$ cat config.mk
export PLATFORM = sky130hd
export DESIGN_NAME = main_mem_arbiter
export DESIGN_NICKNAME = d
export VERILOG_FILES = /design/src/rtl/memarb_pkg.sv /design/src/rtl/main_mem_arbiter_locktable.sv /design/src/rtl/main_mem_arbiter.sv
export SDC_FILE = /design/constraint.sdc
export NUM_CORES = 1
export LEC_CHECK = 0
export ABC_AREA = 0
export CAP_MARGIN = 30
export CELL_PAD_IN_SITES_DETAIL_PLACEMENT = 1
export CELL_PAD_IN_SITES_GLOBAL_PLACEMENT = 1
export CORE_MARGIN = 1.5
export CORE_UTILIZATION = 30
export CTS_BUF_LIST = sky130_fd_sc_hd__clkbuf_4 sky130_fd_sc_hd__clkbuf_8 sky130_fd_sc_hd__clkbuf_16
export DETAILED_ROUTE_END_ITERATION = 7
export PLACE_DENSITY_LB_ADDON = 0.1
export RECOVER_POWER = 25
export SLEW_MARGIN = 15
export SYNTH_ARGS = -nofsm -noshare
export SYNTH_HDL_FRONTEND = slang
export SYNTH_SLANG_ARGS = --single-unit
$ cat constraint.sdc
create_clock -name clk -period 5.6 [get_ports clk]
set_input_delay 1.12 -clock clk [delete_from_list [all_inputs] [get_ports clk]]
set_output_delay 1.12 -clock clk [all_outputs]
set_load 0.005 [all_outputs]
$ cat src/rtl/memarb_pkg.sv
// Shared types and helpers for the main-memory arbiter and its lock table.
package memarb_pkg;

  localparam int MAX_NCORE = 8;
  localparam int CID_W     = $clog2(MAX_NCORE);
  localparam int LOCK_N    = 16;
  localparam int LOCK_W    = 4;
  localparam int DATA_W    = 16;

  // state     | meaning
  // ST_IDLE   | scanning requests round-robin from the pointer
  // ST_ACCESS | strobe held to the memory macro, latency counting down
  // ST_DONE   | one-cycle ack to the served core, pointer advances
  typedef enum logic [1:0] {
    ST_IDLE,
    ST_ACCESS,
    ST_DONE
  } mem_state_t;

  typedef struct packed {
    logic             valid;
    logic [CID_W-1:0] owner;
  } lock_entry_t;

  // Returns {hit, index} of the first set request at or after ptr, wrapping at n.
  function automatic logic [CID_W:0] rr_pick(input logic [MAX_NCORE-1:0] req,
                                             input logic [CID_W-1:0]     ptr,
                                             input int                   n);
    logic [CID_W:0]   res;
    logic [CID_W-1:0] idx;
    res = '0;
    // Walk from the farthest offset down so the nearest hit is the one kept.
    for (int k = MAX_NCORE - 1; k >= 0; k--) begin
      if (k < n) begin
        idx = CID_W'((int'(ptr) + k) % n);
        if (req[idx]) res = {1'b1, idx};
      end
    end
    return res;
  endfunction

  function automatic logic [CID_W-1:0] next_id(input logic [CID_W-1:0] id, input int n);
    return (int'(id) >= n - 1) ? '0 : id + 1'b1;
  endfunction

endpackage

$ cat src/rtl/main_mem_arbiter_locktable.sv
// Lock (semaphore) table with its own round-robin selector; one operation per cycle.
module locktable
  import memarb_pkg::*;
#(
  parameter int NCORE = 2
) (
  input  logic                      clk,
  input  logic                      reset,
  input  logic [NCORE-1:0]          lock_en,
  input  logic [NCORE-1:0]          unlock_en,
  input  logic [NCORE*LOCK_W-1:0]   lock_adr,
  output logic [NCORE-1:0]          lock_ac,
  output logic [LOCK_N-1:0]         lock_owner_valid
);

  lock_entry_t              r_tbl [LOCK_N];
  logic [CID_W-1:0]         r_ptr;
  logic [NCORE-1:0]         r_ac;

  logic [NCORE-1:0]         w_req;
  logic [CID_W:0]           w_pick;
  logic [CID_W-1:0]         w_lid;
  logic [MAX_NCORE-1:0]     w_unl_ext;
  logic [LOCK_W*MAX_NCORE-1:0] w_ladr_ext;
  logic [LOCK_W-1:0]        w_ladr;
  lock_entry_t              w_ent;

  // A core whose ack is pulsing this cycle is masked so a held level is not served twice.
  assign w_req      = (lock_en | unlock_en) & ~r_ac;
  assign w_pick     = rr_pick(MAX_NCORE'(w_req), r_ptr, NCORE);
  assign w_lid      = w_pick[CID_W-1:0];
  assign w_unl_ext  = MAX_NCORE'(unlock_en);
  assign w_ladr_ext = (LOCK_W*MAX_NCORE)'(lock_adr);
  assign w_ladr     = w_ladr_ext[{w_lid, 2'b00} +: LOCK_W];
  assign w_ent      = r_tbl[w_ladr];

  // Serve one lock/unlock per cycle; a blocked lock still advances the pointer.
  always_ff @(posedge clk) begin
    if (!reset) begin
      for (int i = 0; i < LOCK_N; i++) r_tbl[i] <= '0;
      r_ptr <= '0;
      r_ac  <= '0;
    end else begin
      r_ac <= '0;
      if (w_pick[CID_W]) begin
        r_ptr <= next_id(w_lid, NCORE);
        if (w_unl_ext[w_lid]) begin
          r_ac <= NCORE'(1) << w_lid;
          if (w_ent.valid && (w_ent.owner == w_lid)) r_tbl[w_ladr] <= '0;
        end else if (!w_ent.valid) begin
          r_ac                <= NCORE'(1) << w_lid;
          r_tbl[w_ladr].valid <= 1'b1;
          r_tbl[w_ladr].owner <= w_lid;
        end else if (w_ent.owner == w_lid) begin
          r_ac <= NCORE'(1) << w_lid;
        end
      end
    end
  end

  // Flatten entry valid flags for observation.
  always_comb begin
    lock_owner_valid = '0;
    for (int i = 0; i < LOCK_N; i++) lock_owner_valid[i] = r_tbl[i].valid;
  end

  assign lock_ac = r_ac;

endmodule

$ cat src/rtl/main_mem_arbiter.sv
// Round-robin arbiter for the shared main-memory port plus the shared lock table.
module main_mem_arbiter
  import memarb_pkg::*;
#(
  parameter int NCORE   = 2,
  parameter int MEM_LAT = 2
) (
  input  logic                   clk,
  input  logic                   reset,
  input  logic [NCORE-1:0]       main_mem_read,
  input  logic [NCORE-1:0]       main_mem_write,
  input  logic [NCORE*16-1:0]    req_adr,
  input  logic [NCORE*16-1:0]    req_wdat,
  input  logic [NCORE-1:0]       lock_en,
  input  logic [NCORE-1:0]       unlock_en,
  input  logic [NCORE*4-1:0]     lock_adr,
  output logic [NCORE-1:0]       main_mem_ac,
  output logic [NCORE-1:0]       lock_ac,
  output logic [15:0]            rdat,
  output logic [15:0]            mem_adr,
  output logic [15:0]            mem_wdat,
  output logic                   mem_re,
  output logic                   mem_we,
  input  logic [15:0]            mem_rdat,
  output logic [15:0]            lock_owner_valid
);

  localparam logic [3:0] CNT_INIT = 4'(MEM_LAT - 1);

  mem_state_t                  r_state;
  logic [3:0]                  r_cnt;
  logic [CID_W-1:0]            r_id;
  logic [CID_W-1:0]            r_rr_ptr;
  logic                        r_op_we;
  logic [DATA_W-1:0]           r_adr;
  logic [DATA_W-1:0]           r_wdat;
  logic [DATA_W-1:0]           r_rdat;
  logic                        r_mem_re;
  logic                        r_mem_we;
  logic [NCORE-1:0]            r_ac;

  logic [NCORE-1:0]            w_req;
  logic [CID_W:0]              w_pick;
  logic [CID_W-1:0]            w_pid;
  logic [MAX_NCORE-1:0]        w_wr_ext;
  logic [DATA_W*MAX_NCORE-1:0] w_adr_ext;
  logic [DATA_W*MAX_NCORE-1:0] w_wdat_ext;

  assign w_req      = main_mem_read | main_mem_write;
  assign w_pick     = rr_pick(MAX_NCORE'(w_req), r_rr_ptr, NCORE);
  assign w_pid      = w_pick[CID_W-1:0];
  assign w_wr_ext   = MAX_NCORE'(main_mem_write);
  assign w_adr_ext  = (DATA_W*MAX_NCORE)'(req_adr);
  assign w_wdat_ext = (DATA_W*MAX_NCORE)'(req_wdat);

  // Memory FSM: latch winner in IDLE, hold strobe for MEM_LAT cycles, ack in DONE.
  always_ff @(posedge clk) begin
    if (!reset) begin
      r_state  <= ST_IDLE;
      r_cnt    <= '0;
      r_id     <= '0;
      r_rr_ptr <= '0;
      r_op_we  <= 1'b0;
      r_adr    <= '0;
      r_wdat   <= '0;
      r_rdat   <= '0;
      r_mem_re <= 1'b0;
      r_mem_we <= 1'b0;
      r_ac     <= '0;
    end else begin
      r_ac <= '0;
      case (r_state)
        ST_IDLE: begin
          if (w_pick[CID_W]) begin
            // Read and write together resolve to a write.
            r_id     <= w_pid;
            r_adr    <= w_adr_ext[{w_pid, 4'b0000} +: DATA_W];
            r_wdat   <= w_wdat_ext[{w_pid, 4'b0000} +: DATA_W];
            r_op_we  <= w_wr_ext[w_pid];
            r_mem_we <= w_wr_ext[w_pid];
            r_mem_re <= ~w_wr_ext[w_pid];
            r_cnt    <= CNT_INIT;
            r_state  <= ST_ACCESS;
          end
        end
        ST_ACCESS: begin
          if (r_cnt == 4'd0) begin
            r_mem_re <= 1'b0;
            r_mem_we <= 1'b0;
            r_ac     <= NCORE'(1) << r_id;
            if (!r_op_we) r_rdat <= mem_rdat;
            r_state  <= ST_DONE;
          end else begin
            r_cnt <= r_cnt - 4'd1;
          end
        end
        ST_DONE: begin
          r_rr_ptr <= next_id(r_id, NCORE);
          r_state  <= ST_IDLE;
        end
        default: r_state <= ST_IDLE;
      endcase
    end
  end

  assign main_mem_ac = r_ac;
  assign rdat        = r_rdat;
  assign mem_adr     = r_adr;
  assign mem_wdat    = r_wdat;
  assign mem_re      = r_mem_re;
  assign mem_we      = r_mem_we;

  locktable #(.NCORE(NCORE)) u_locktable (
    .clk              (clk),
    .reset            (reset),
    .lock_en          (lock_en),
    .unlock_en        (unlock_en),
    .lock_adr         (lock_adr),
    .lock_ac          (lock_ac),
    .lock_owner_valid (lock_owner_valid)
  );

endmodule

After elaboration in Yosys (flattened, before gate mapping)
Memories as Yosys holds them, arrays and structs flattened. Cells that the tools add are included. Widths: inputs -> output; s select.

Register bits: 66. Memory bits (writable): 64. Memories kept: 1. Word-level logic and storage cells: 108. Output and inout port bits: 70. Input port bits: 98.

Memory list: u_locktable.r_tbl (depth 16, width 4, rd ports 17, clocked after Yosys merged registers in 0, write ports 16, line main_mem_arbiter_locktable.sv:16) `lock_entry_t r_tbl [LOCK_N];`.

Bitwise operators: 10. Reduce and logical (&&, ||, !) cells: 12. Shifts and indexed selects: 5. $add $sub $neg: 5. Equal/unequal tests: 6. Multiplexer cells: 48. Order comparisons: 8.

Operators by type and width (number): $shiftx 128x8->16 (2); $mux 4 (8); $shiftx 32x6->4 (1); $mux 1 (25); $lt 3x4->1 const B (4); $mux 2 (6); $reduce_and 3->1 (4); $lt 1x4->1 const B (2); $pmux 4 s2 (1); $bmux 1 s3 (2); $ge 3x1->1 const B (2); $ne 2x2->1 const B (3); $reduce_and 2->1 (3); $shl 1x3->2 const A (2); $add 1x1->1 const B (4); $bmux 1 s2 (2); $logic_not 4->1 (1); $or 2x2->2 (2); $pmux 1 s2 (2); $pmux 2 s2 (1); $reduce_or 4->1 (1); $sub 4x1->4 const B (1); $eq 3x3->1 (1); $mux 3 (1); other kinds (10) (13).

Longest topological paths before layout
Gate-level depths: netlist of run 1. An unclocked memory read counts as a cell.

Depth in word-level cells: 18. Gate-level depth with buffers: 13. Gate-level depth less buffers: 12.

Modules after synthesis
A second synthesis of run 1 with hierarchy kept.

Cells, all modules: 530. Area, all modules: 4873.4 µm².

By module, submodules not included: main_mem_arbiter (area each 2646.3 µm², sequential area each 1221.2 µm², instances 1, cells an instance 313); locktable (area each 2227.1 µm², sequential area each 1021.0 µm², instances 1, cells an instance 217).

Least setup slack after synthesis of run 1
Ideal clock, no wire load.

Kind: input port to flip-flop. From: input unlock_en[0]. To: memory u_locktable.r_tbl[1][0] (netlist bit) (enable). Path buffers: 1. Path slack: 1.364 ns. Cell stages on the path: 13. Data arrival time: 3.909 ns. Setup time: 0.327 ns. Required time: 5.273 ns. Cells stage by stage: o21ba_2 a21oi_2 inv_2 buf_2 mux2i_1 o22ai_1 o21ai_0 and4_1 ha_1 nand2b_1 or3_1 mux2_2 o21ai_0.

RTL lines: from (decl) (line main_mem_arbiter.sv:15) `input logic [NCORE-1:0] unlock_en,`; to (decl) (line main_mem_arbiter_locktable.sv:16).

==> summary.md, run 1 <==
| Metric | Value |
|---|---|
| Total Neg Setup Slack | `0 ps` |
| TritonCTS clock tree | `done` |
| RSZ-0062 raised after global routing | `no` |
| Maximum operating frequency | `208 MHz` |
| Die Height | `130 um` |
| Top post-synthesis cells by area | `dfxtp_1 (26%), edfxtp_1 (20%), mux2i_1 (8.3%), nor2_1 (6.5%), a211oi_1 (5.6%)` |
| Post-CTS Resized | `0` |
| Area share of the largest cell type after synthesis | `0.265` |
| # rows | `46` |
| Pin count of the biggest net entering global routing | `56` |
| Final nets | `754` |
| Commonest non-fill, non-tap cell in the layout | `clkdlybuf4s50_1` |
| Cells after Synth | `510` |
| Max IR drop VDD | `0.149 mV` |
| Final hold violations | `0` |
| Yosys warning count | `0` |
| Mapped Avg Cell Area | `9.48 um^2` |
| Core area | `15800 um^2` |
| Vias per std cell | `4.99` |
| Cell Pwr Density | `311 nW/um^2` |
| Chip width | `130 um` |
| First drt pass iteration count | `4` |
| I/O pin count | `168` |
| Dpl ws | `416 ps` |
| Crit path DAT | `4840 ps` |
| H-tree depth | `3` |
| Die area | `16900 um^2` |
| Drt initial violations | `154` |
| Final period util | `0.861` |
| CP endpoint kind | `flop` |
| Final max-slew violation count | `0` |
| Fillers | `1790` |
| TritonCTS Sinks | `96` |
| Ratio of cells with drive above 1 in the final layout | `0.0761` |
| Routed wl met3 | `1310 um` |
| Hold Path Class | `flop to flop` |
| Status | `complete, no violations` |
| Routed len/inst | `17.5 um` |
| Final setup viols | `0` |
| Placer congestion estimate | `0.887` |
| Data required, critical path | `5620 ps` |
| Commonest non-fill, non-tap cells in the layout | `clkdlybuf4s50_1 (118), nor2_1 (83), dfxtp_1 (64)` |
| Max Used Layer | `met4` |
| Hpwl dp | `11700 um` |
| Crit path time final | `4820 ps` |
| Grt ovf | `0` |
| CTS clk-pin slew, worst paths | `70 ps` |
| Reg2reg setup slack | `1810 ps` |
| Count of cell types in the netlist | `47` |
| Sequential area share after synthesis | `0.464` |
| Clock Latency Late Sink | `350 ps` |
| DRT antenna net count | `0` |
| Vias in the first global route | `4516` |
| Vias | `4357` |
| Bufs on Longest Clock Path | `2` |
| Max Cap Viol | `0` |
| Met1 WL | `6690 um` |
| Post-CTS setup buffers | `0` |
| Synth Cell Area | `4840 um^2` |
| Relative slew slack | `0.377` |
| All-Layer GR Usage | `0.184` |
| Crit Path Max Fanout | `10` |
| Leak Pwr | `2.57 nW` |
| Routed wire length | `15300 um` |
| Crit path launch type | `input pin` |
| Leading area contributor after synthesis | `dfxtp_1` |
| Initial antenna violation count | `0` |
| Setup CP Type | `input pin to flop` |
| Number of buffers added on ports | `167` |
| Effective utilization at floorplan | `0.306` |
| Worst-Margin Slew | `924 ps` |
| DRC violations left | `0` |
| Inserted Clock Buffers | `9` |
| Yosys reg bits | `96` |
| Antenna cell count | `0` |
| Skew final | `10.8 ps` |
| Global-route wire length before repair | `23900 um` |
| P&R area growth vs syn | `42.9%` |
| Final worst setup slack | `781 ps` |
| Synthesized net count | `612` |
| Metal2 WL | `7070 um` |
| Clock root cell | `clkbuf_16` |
| Hold Buf Count CTS | `0` |
==> through the flow <==
stage | cells | util | cell area [um^2] | power [mW] | hold slack (ps)
2_1_floorplan | 510 | - | 4840 | 1.25 | 432
3_3_place_gp | 856 | 0.418 | 6620 | 1.58 | 443
3_5_place_dp | 857 | 0.419 | 6630 | 1.59 | 452
4_1_cts | 873 | 0.437 | 6910 | 2.19 | 462
5_1_grt | 873 | 0.437 | 6910 | 2.27 | 479
6_report | 873 | 0.437 | 6910 | 2.15 | 459
==> synth_stat cells (all sizes together) <==
| library cell | count |
|---|---|
| a211o | 2 |
| a211oi | 36 |
| a21oi | 25 |
| a22oi | 1 |
| a311o | 7 |
| a31o | 1 |
| a31oi | 4 |
| and2 | 1 |
| and3 | 3 |
| and4 | 1 |
| buf | 23 |
| clkbuf | 24 |
| dfxtp | 64 |
| edfxtp | 32 |
| ha | 4 |
| inv | 9 |
| mux2 | 4 |
| mux2i | 40 |
| mux4 | 8 |
| nand2 | 46 |
| nand2b | 7 |
| nand3 | 5 |
| nand3b | 1 |
| nand4 | 4 |
| nor2 | 84 |
| nor2b | 7 |
| nor3 | 13 |
| nor3b | 3 |
| nor4 | 4 |
| o2111a | 1 |
| o211ai | 2 |
| o21a | 2 |
| o21ai | 15 |
| o21ba | 2 |
| o21bai | 4 |
| o22ai | 8 |
| o311ai | 3 |
| or3 | 8 |
| xnor2 | 1 |
| xor2 | 1 |
==> power by group <==
| group | leakage, nW | internal (mW) | total (mW) | switching [mW] |
|---|---|---|---|---|
| clock network | 0.143 | 0.315 | 0.593 | 0.278 |
| logic | 1.57 | 0.323 | 0.693 | 0.370 |
| registers | 0.859 | 0.810 | 0.861 | 0.0517 |
==> routing by layer <==
metal,vias to the layer above,track usage
met3,15,0.0648
met5,-,0
met4,0,0.0660
met2,169,0.299
met1,2046,0.226
li1,2127,-
==> flip-flops by register name, indices dropped and copies added (netlist names), 2 cells and up <==
signal,flops
r_cnt,4
main_mem_ac,2
u_locktable.lock_ac,2
u_locktable.r_tbl,32
mem_wdat,16
rdat,16
mem_adr,16
r_state,2
==> critical path, cell delays in order <==
cell	delay [ps]
clkdlybuf4s50_1	490
o21bai_1	360
a21oi_2	80
inv_2	180
mux2i_1	610
o22ai_1	170
o21ai_0	280
and4_1	230
ha_1	220
nand2b_1	220
or3_1	330
mux2_2	280
o21ai_0	270
==> cells by family (layout without fill, tap and decap cells) <==
kind of cell,Yosys count,after routing,share of synthesized area
flip-flops,96,96,0.464
adder cells (fa/ha/maj),4,4,0.0103
XOR/XNOR,2,2,0.00362
buffers and inverters,56,203,0.0592
multiplexers,52,52,0.129
AO/OA/AOI/OAI,113,113,0.162
AND/OR/NAND/NOR,187,187,0.172
==> final timing paths <==
path | startpoint | cells after the start | to
min reg2reg | rdat[6] | 2 | rdat[6]
min | rdat[6] | 2 | rdat[6]
max | unlock_en[1] | 13 | u_locktable.r_tbl[2][3]
max reg2reg | u_locktable.lock_ac[0] | 12 | u_locktable.r_tbl[2][3]
==> layout make-up <==
type / count / area [um^2] / area share
Clock buffer: 10 / 239 / 0.0346
Clock inverter: 6 / 42.5 / 0.00616
Inverter: 9 / 33.8 / 0.00489
Multi-Input combinational cell: 358 / 2330 / 0.337
Sequential cell: 96 / 2240 / 0.325
Tap cell: 216 / 270 / 0.0391
Timing Repair Buffer: 178 / 1750 / 0.254
No activity file was read; power rests on OpenSTA's default activity.
==> inputs of run 2 (changes only) <==
--- a/config.mk
+++ b/config.mk
@@ -15,7 +15,7 @@
 export DETAILED_ROUTE_END_ITERATION = 7
 export PLACE_DENSITY_LB_ADDON = 0.1
 export RECOVER_POWER = 25
-export SLEW_MARGIN = 15
+export SLEW_MARGIN = 5
 export SYNTH_ARGS = -nofsm -noshare
 export SYNTH_HDL_FRONTEND = slang
 export SYNTH_SLANG_ARGS = --single-unit
==> run 2 against run 1 <==
Compared with the run above:
- critical path depth did not move
- largest power group unchanged
- worst setup slack got worse by 40 ps
- clock skew fell by 2.1 ps
- die area unchanged
- sequential share of layout area about the same
- global-route usage increased by 0.15 points
- critical path type unchanged
- via count rose by 0.80%
- core utilization down 0.063 points
- largest cell class unchanged
- clock power down 2%
- flip-flop and latch count did not move
- count of clock-buffer cells in the layout down 1
==> summary.md, run 2 (synthesis gave the netlist of run 1 again) <==
| Metric | Value |
|---|---|
| # rows | `46` |
| H-tree depth | `3` |
| Final max-slew violation count | `0` |
| Die Height | `130 um` |
| Status | `complete, no violations` |
| DRC violations left | `0` |
| TritonCTS Sinks | `96` |
| Placer congestion estimate | `0.887` |
| Hold Buf Count CTS | `0` |
| Pin count of the biggest net entering global routing | `56` |
| Routed wire length | `15400 um` |
| Clock Latency Late Sink | `350 ps` |
| Crit Path Max Fanout | `10` |
| Commonest non-fill, non-tap cells in the layout | `clkdlybuf4s50_1 (118), nor2_1 (83), dfxtp_1 (64)` |
| Combinational power share | `0.324` |
| Relative slew slack | `0.385` |
| Final setup viols | `0` |
| Final period util | `0.868` |
| Worst path bufs/invs | `2` |
| Core area | `15800 um^2` |
| Drt initial violations | `164` |
| Global-route wire length before repair | `24100 um` |
| Inserted Clock Buffers | `9` |
| Chip width | `130 um` |
| Commonest non-fill, non-tap cell in the layout | `clkdlybuf4s50_1` |
| Post-CTS Resized | `0` |
| Power consumption | `2.13 mW` |
| Grt ovf | `0` |
| Hold Path Depth | `2` |
| CP endpoint kind | `flop` |
| Final nets | `754` |
| Post-CTS setup buffers | `0` |
| Crit-path cells | `clkdlybuf4s50_1 > o21bai_1 > a21oi_2 > inv_2 > mux2i_1 > o22ai_1 > o21ai_0 > and4_1 > ha_1 > nand2b_1 > or3_1 > mux2_2 > o21ai_0` |
| Hpwl dp | `11800 um` |
| Vias per std cell | `5.03` |
| Critical path depth | `13` |
| Met1 WL | `6770 um` |
| Clock share of power | `0.272` |
| Effective utilization at floorplan | `0.306` |
| Max IR drop VDD | `0.134 mV` |
| Fillers | `1761` |
| P&R area growth vs syn | `42.7%` |
| Crit path time final | `4860 ps` |
| Setup CP Type | `input pin to flop` |
| Crit path launch type | `input pin` |
| Internal power | `1.43 mW` |
| Routed wl met3 | `1310 um` |
| Clock root cell | `clkbuf_16` |
| TritonCTS clock tree | `done` |
| Maximum operating frequency | `206 MHz` |
| Leak Pwr | `2.56 nW` |
| Initial antenna violation count | `0` |
| Antenna cell count | `0` |
| Ratio of cells with drive above 1 in the final layout | `0.0761` |
| Max reg flops | `32` |
| Cells on worst reg2reg path | `12` |
| Max Used Layer | `met4` |
| Sequential share of power | `0.404` |
| Metal2 WL | `7100 um` |
| Cell mode on critical path | `o21ai_0` |
| Switching Share | `0.328` |
| Vias | `4392` |
| Largest reg by FF count | `u_locktable.r_tbl` |
| DRT antenna net count | `0` |
| First drt pass iteration count | `4` |
| Critical-path top delay cell | `mux2i_1` |
| Critical path's largest stage delay | `620 ps` |
| Cell Pwr Density | `309 nW/um^2` |
| Crit path DAT | `4880 ps` |
| Worst-Margin Slew | `914 ps` |
| Final hold violations | `0` |
| Die area | `16900 um^2` |
| Skew final | `8.70 ps` |
| Data required, critical path | `5620 ps` |
| Hold Path Class | `flop to flop` |
| CTS clk-pin slew, worst paths | `70 ps` |
| Routed len/inst | `17.6 um` |
| I/O pin count | `168` |
| Total Neg Setup Slack | `0 ps` |
| Bufs on Longest Clock Path | `2` |
| Vias in the first global route | `4484` |
| RSZ-0062 raised after global routing | `no` |
| Number of buffers added on ports | `167` |
| Max Cap Viol | `0` |
| Total net switching power | `0.700 mW` |
| All-Layer GR Usage | `0.185` |
| Top Family by Delay on Critical Path | `compound AO/OA/AOI/OAI gates` |
-- run 2: changes by cell type in the layout (fill, tap and decap cells not counted), sizes merged --
cell	previous run	this run
clkbuf	10	9
clkinvlp	0	1
-- run 2: final cells by class --
class / instances / area, um^2 / area share
timing repair buffer: 178 / 1750 / 0.254
inverter: 9 / 33.8 / 0.00490
tap: 216 / 270 / 0.0392
sequential: 96 / 2240 / 0.325
clock inverter: 7 / 46.3 / 0.00671
multi-input combinational: 358 / 2330 / 0.337
clock buffer: 9 / 225 / 0.0326
-- run 2: power by group through the flow --
stage	combinational [mW]	sequential (mW)	clock (mW)
3_5_place_dp	0.717	0.880	0
3_3_place_gp	0.702	0.877	0
4_1_cts	0.720	0.865	0.596
6_report	0.693	0.862	0.580
5_1_grt	0.769	0.874	0.623
2_1_floorplan	0.382	0.873	0
-- run 2: through the flow --
step | worst slack [ps] | instance area [um^2] | std cells | utilization | hold WS (ps)
4_1_cts | 754 | 6900 | 873 | 0.436 | 462
6_report | 740 | 6900 | 873 | 0.436 | 458
3_3_place_gp | 577 | 6620 | 856 | 0.418 | 443
2_1_floorplan | 1360 | 4840 | 510 | - | 432
5_1_grt | 356 | 6900 | 873 | 0.436 | 478
3_5_place_dp | 417 | 6630 | 857 | 0.419 | 453
-- run 2: worst paths after layout --
check             slack (ps)                      end                    from
setup / recovery         740  u_locktable.r_tbl[1][3]            unlock_en[1]
hold / removal           460                  rdat[6]                 rdat[6]
hold reg to reg          460                  rdat[6]                 rdat[6]
setup reg to reg        1780  u_locktable.r_tbl[1][3]  u_locktable.lock_ac[0]
-- run 2: layer usage --
layer  vias up  GRT usage
met5         -          0
met4         0     0.0595
met3        16     0.0631
met2       159      0.297
met1      2087      0.235
li1       2130          -
-- run 2: worst min-delay path, cell delays in order (launching register included) --
cell	delay, ps
dfxtp_1	310
nand2_1	50
a21oi_1	50
==> inputs of run 3 (changes only) <==
--- a/config.mk
+++ b/config.mk
@@ -10,9 +10,10 @@
 export CELL_PAD_IN_SITES_DETAIL_PLACEMENT = 1
 export CELL_PAD_IN_SITES_GLOBAL_PLACEMENT = 1
 export CORE_MARGIN = 1.5
-export CORE_UTILIZATION = 30
+export CORE_UTILIZATION = 34
 export CTS_BUF_LIST = sky130_fd_sc_hd__clkbuf_4 sky130_fd_sc_hd__clkbuf_8 sky130_fd_sc_hd__clkbuf_16
 export DETAILED_ROUTE_END_ITERATION = 7
+export MAX_ROUTING_LAYER = met4
 export PLACE_DENSITY_LB_ADDON = 0.1
 export RECOVER_POWER = 25
 export SLEW_MARGIN = 5
==> run 3 against run 2 <==
Compared with the run above:
- routed wire length is 0.18% higher
- clock power is 4.0% higher
- first-iteration DRC count shrank 0.61%
- flip-flop and latch count is the same
- worst hold slack worse by 4.2 ps
- critical path depth unchanged
- core utilization is 6.0 points higher
- count of clock-buffer cells in the layout increased by 4
- worst setup slack better by 67 ps
- non-clock buffer count up 2
- clock skew increased by 1.8 ps
==> summary.md, run 3 (synthesis gave the netlist of run 1 again) <==
| Metric | Value |
|---|---|
| Status | `complete, no violations` |
| Die area | `14900 um^2` |
| Clock Latency Late Sink | `350 ps` |
| Clock root cell | `clkbuf_16` |
| Number of buffers added on ports | `167` |
| Final core occ | `0.496` |
| Max Cap Viol | `0` |
| Skew final | `10.5 ps` |
| Final hold violations | `0` |
| Drt initial violations | `163` |
| Pin count of the biggest net entering global routing | `72` |
| Bufs on Longest Clock Path | `2` |
| Hold Path Class | `flop to flop` |
| Cell Pwr Density | `313 nW/um^2` |
| Antenna cell count | `0` |
| Final period util | `0.856` |
| I/O pin count | `168` |
| Final nets | `756` |
| Vias per std cell | `5.28` |
| Vias in the first global route | `4595` |
| Setup CP Type | `input pin to flop` |
| Core area | `13900 um^2` |
| Vias | `4427` |
| RSZ-0062 raised after global routing | `no` |
| Final cell count without fillers | `839` |
| Inserted Clock Buffers | `9` |
| Global-route wire length before repair | `24100 um` |
| Final worst setup slack | `808 ps` |
| Placer congestion estimate | `0.895` |
| Final max-slew violation count | `0` |
| Post-CTS Resized | `0` |
| Initial antenna violation count | `0` |
| CTS clk-pin slew, worst paths | `70 ps` |
| H-tree depth | `3` |
| Crit Path Max Fanout | `9` |
| Hold Slack | `454 ps` |
| Crit path time final | `4790 ps` |
| Chip width | `122 um` |
| Commonest non-fill, non-tap cell in the layout | `clkdlybuf4s50_1` |
| Dpl cells | `822` |
| P&R area growth vs syn | `42.4%` |
| Routed len/inst | `18.4 um` |
| Worst-Margin Slew | `772 ps` |
| Crit path launch type | `input pin` |
| Max IR drop VDD | `0.138 mV` |
| Die Height | `122 um` |
| All-Layer GR Usage | `0.219` |
| Crit path DAT | `4810 ps` |
| Leak Pwr | `2.59 nW` |
| Hpwl dp | `11700 um` |
| # rows | `43` |
| Max reg flops | `32` |
| Effective utilization at floorplan | `0.348` |
| Routed wire length | `15400 um` |
| Post-CTS setup buffers | `0` |
| Final setup viols | `0` |
| DRT antenna net count | `0` |
| Maximum operating frequency | `209 MHz` |
| Commonest non-fill, non-tap cells in the layout | `clkdlybuf4s50_1 (118), nor2_1 (83), dfxtp_1 (64)` |
| Hold Buf Count CTS | `0` |
| DRC violations left | `0` |
| TritonCTS clock tree | `done` |
| Grt ovf | `0` |
| Ratio of cells with drive above 1 in the final layout | `0.0774` |
| TritonCTS Sinks | `96` |
| Total Neg Setup Slack | `0 ps` |
| CP endpoint kind | `flop` |
| First drt pass iteration count | `4` |
| Relative slew slack | `0.471` |
| Largest reg by FF count | `u_locktable.r_tbl` |
| Dpl ws | `514 ps` |
| Data required, critical path | `5610 ps` |
-- run 3: area by class of cell --
class	instances	area, um^2
fill	1618	6990
multi-input combinational	358	2330
sequential	96	2240
timing repair buffer	180	1770
clock buffer	13	274
tap	180	225
inverter	9	33.8
clock inverter	3	15.0
-- run 3: worst max-delay path, stage by stage --
cell and delay (ps):
clkdlybuf4s50_1 500, o21bai_1 350, a21oi_2 80, inv_2 90
mux2i_1 660, o22ai_1 200, o21ai_0 260, and4_1 220
ha_1 220, nand2b_1 210, or3_1 320, mux2_2 290
o21ai_0 280
-- run 3: metrics by stage --
| stage | area, um^2 | power (mW) |
|---|---|---|
| after floorplan | 4840 | 1.25 |
| after global placement | 6580 | 1.57 |
| after detailed placement | 6590 | 1.59 |
| after CTS | 6880 | 2.21 |
| after global routing | 6890 | 2.29 |
| final | 6890 | 2.16 |
-- run 3: worst paths after layout --
kind / startpoint / to / slack [ps] / cells past startpoint
worst max-delay path: unlock_en[1] / u_locktable.r_tbl[10][3] / 810 / 13
worst min-delay path: rdat[14] / rdat[14] / 450 / 2
worst min register to register: rdat[14] / rdat[14] / 450 / 2
worst max register to register: u_locktable.lock_ac[0] / u_locktable.r_tbl[10][3] / 1860 / 12
-- run 3: per-layer routing --
| layer | vias up | wire [um] | part of all wire | global-route usage |
|---|---|---|---|---|
| met5 | - | 0 | 0 | - |
| met4 | 0 | 384 | 0.025 | 0.0952 |
| met3 | 20 | 1250 | 0.081 | 0.0623 |
| met2 | 166 | 7050 | 0.46 | 0.334 |
| met1 | 2114 | 6750 | 0.44 | 0.271 |
| li1 | 2127 | - | - | - |
-- run 3: power breakdown --
| group | switching, mW | total [mW] | internal (mW) |
|---|---|---|---|
| logic | 0.364 | 0.693 | 0.329 |
| clock network | 0.261 | 0.603 | 0.341 |
| registers | 0.0532 | 0.863 | 0.810 |
| total | 0.679 | 2.16 | 1.48 |
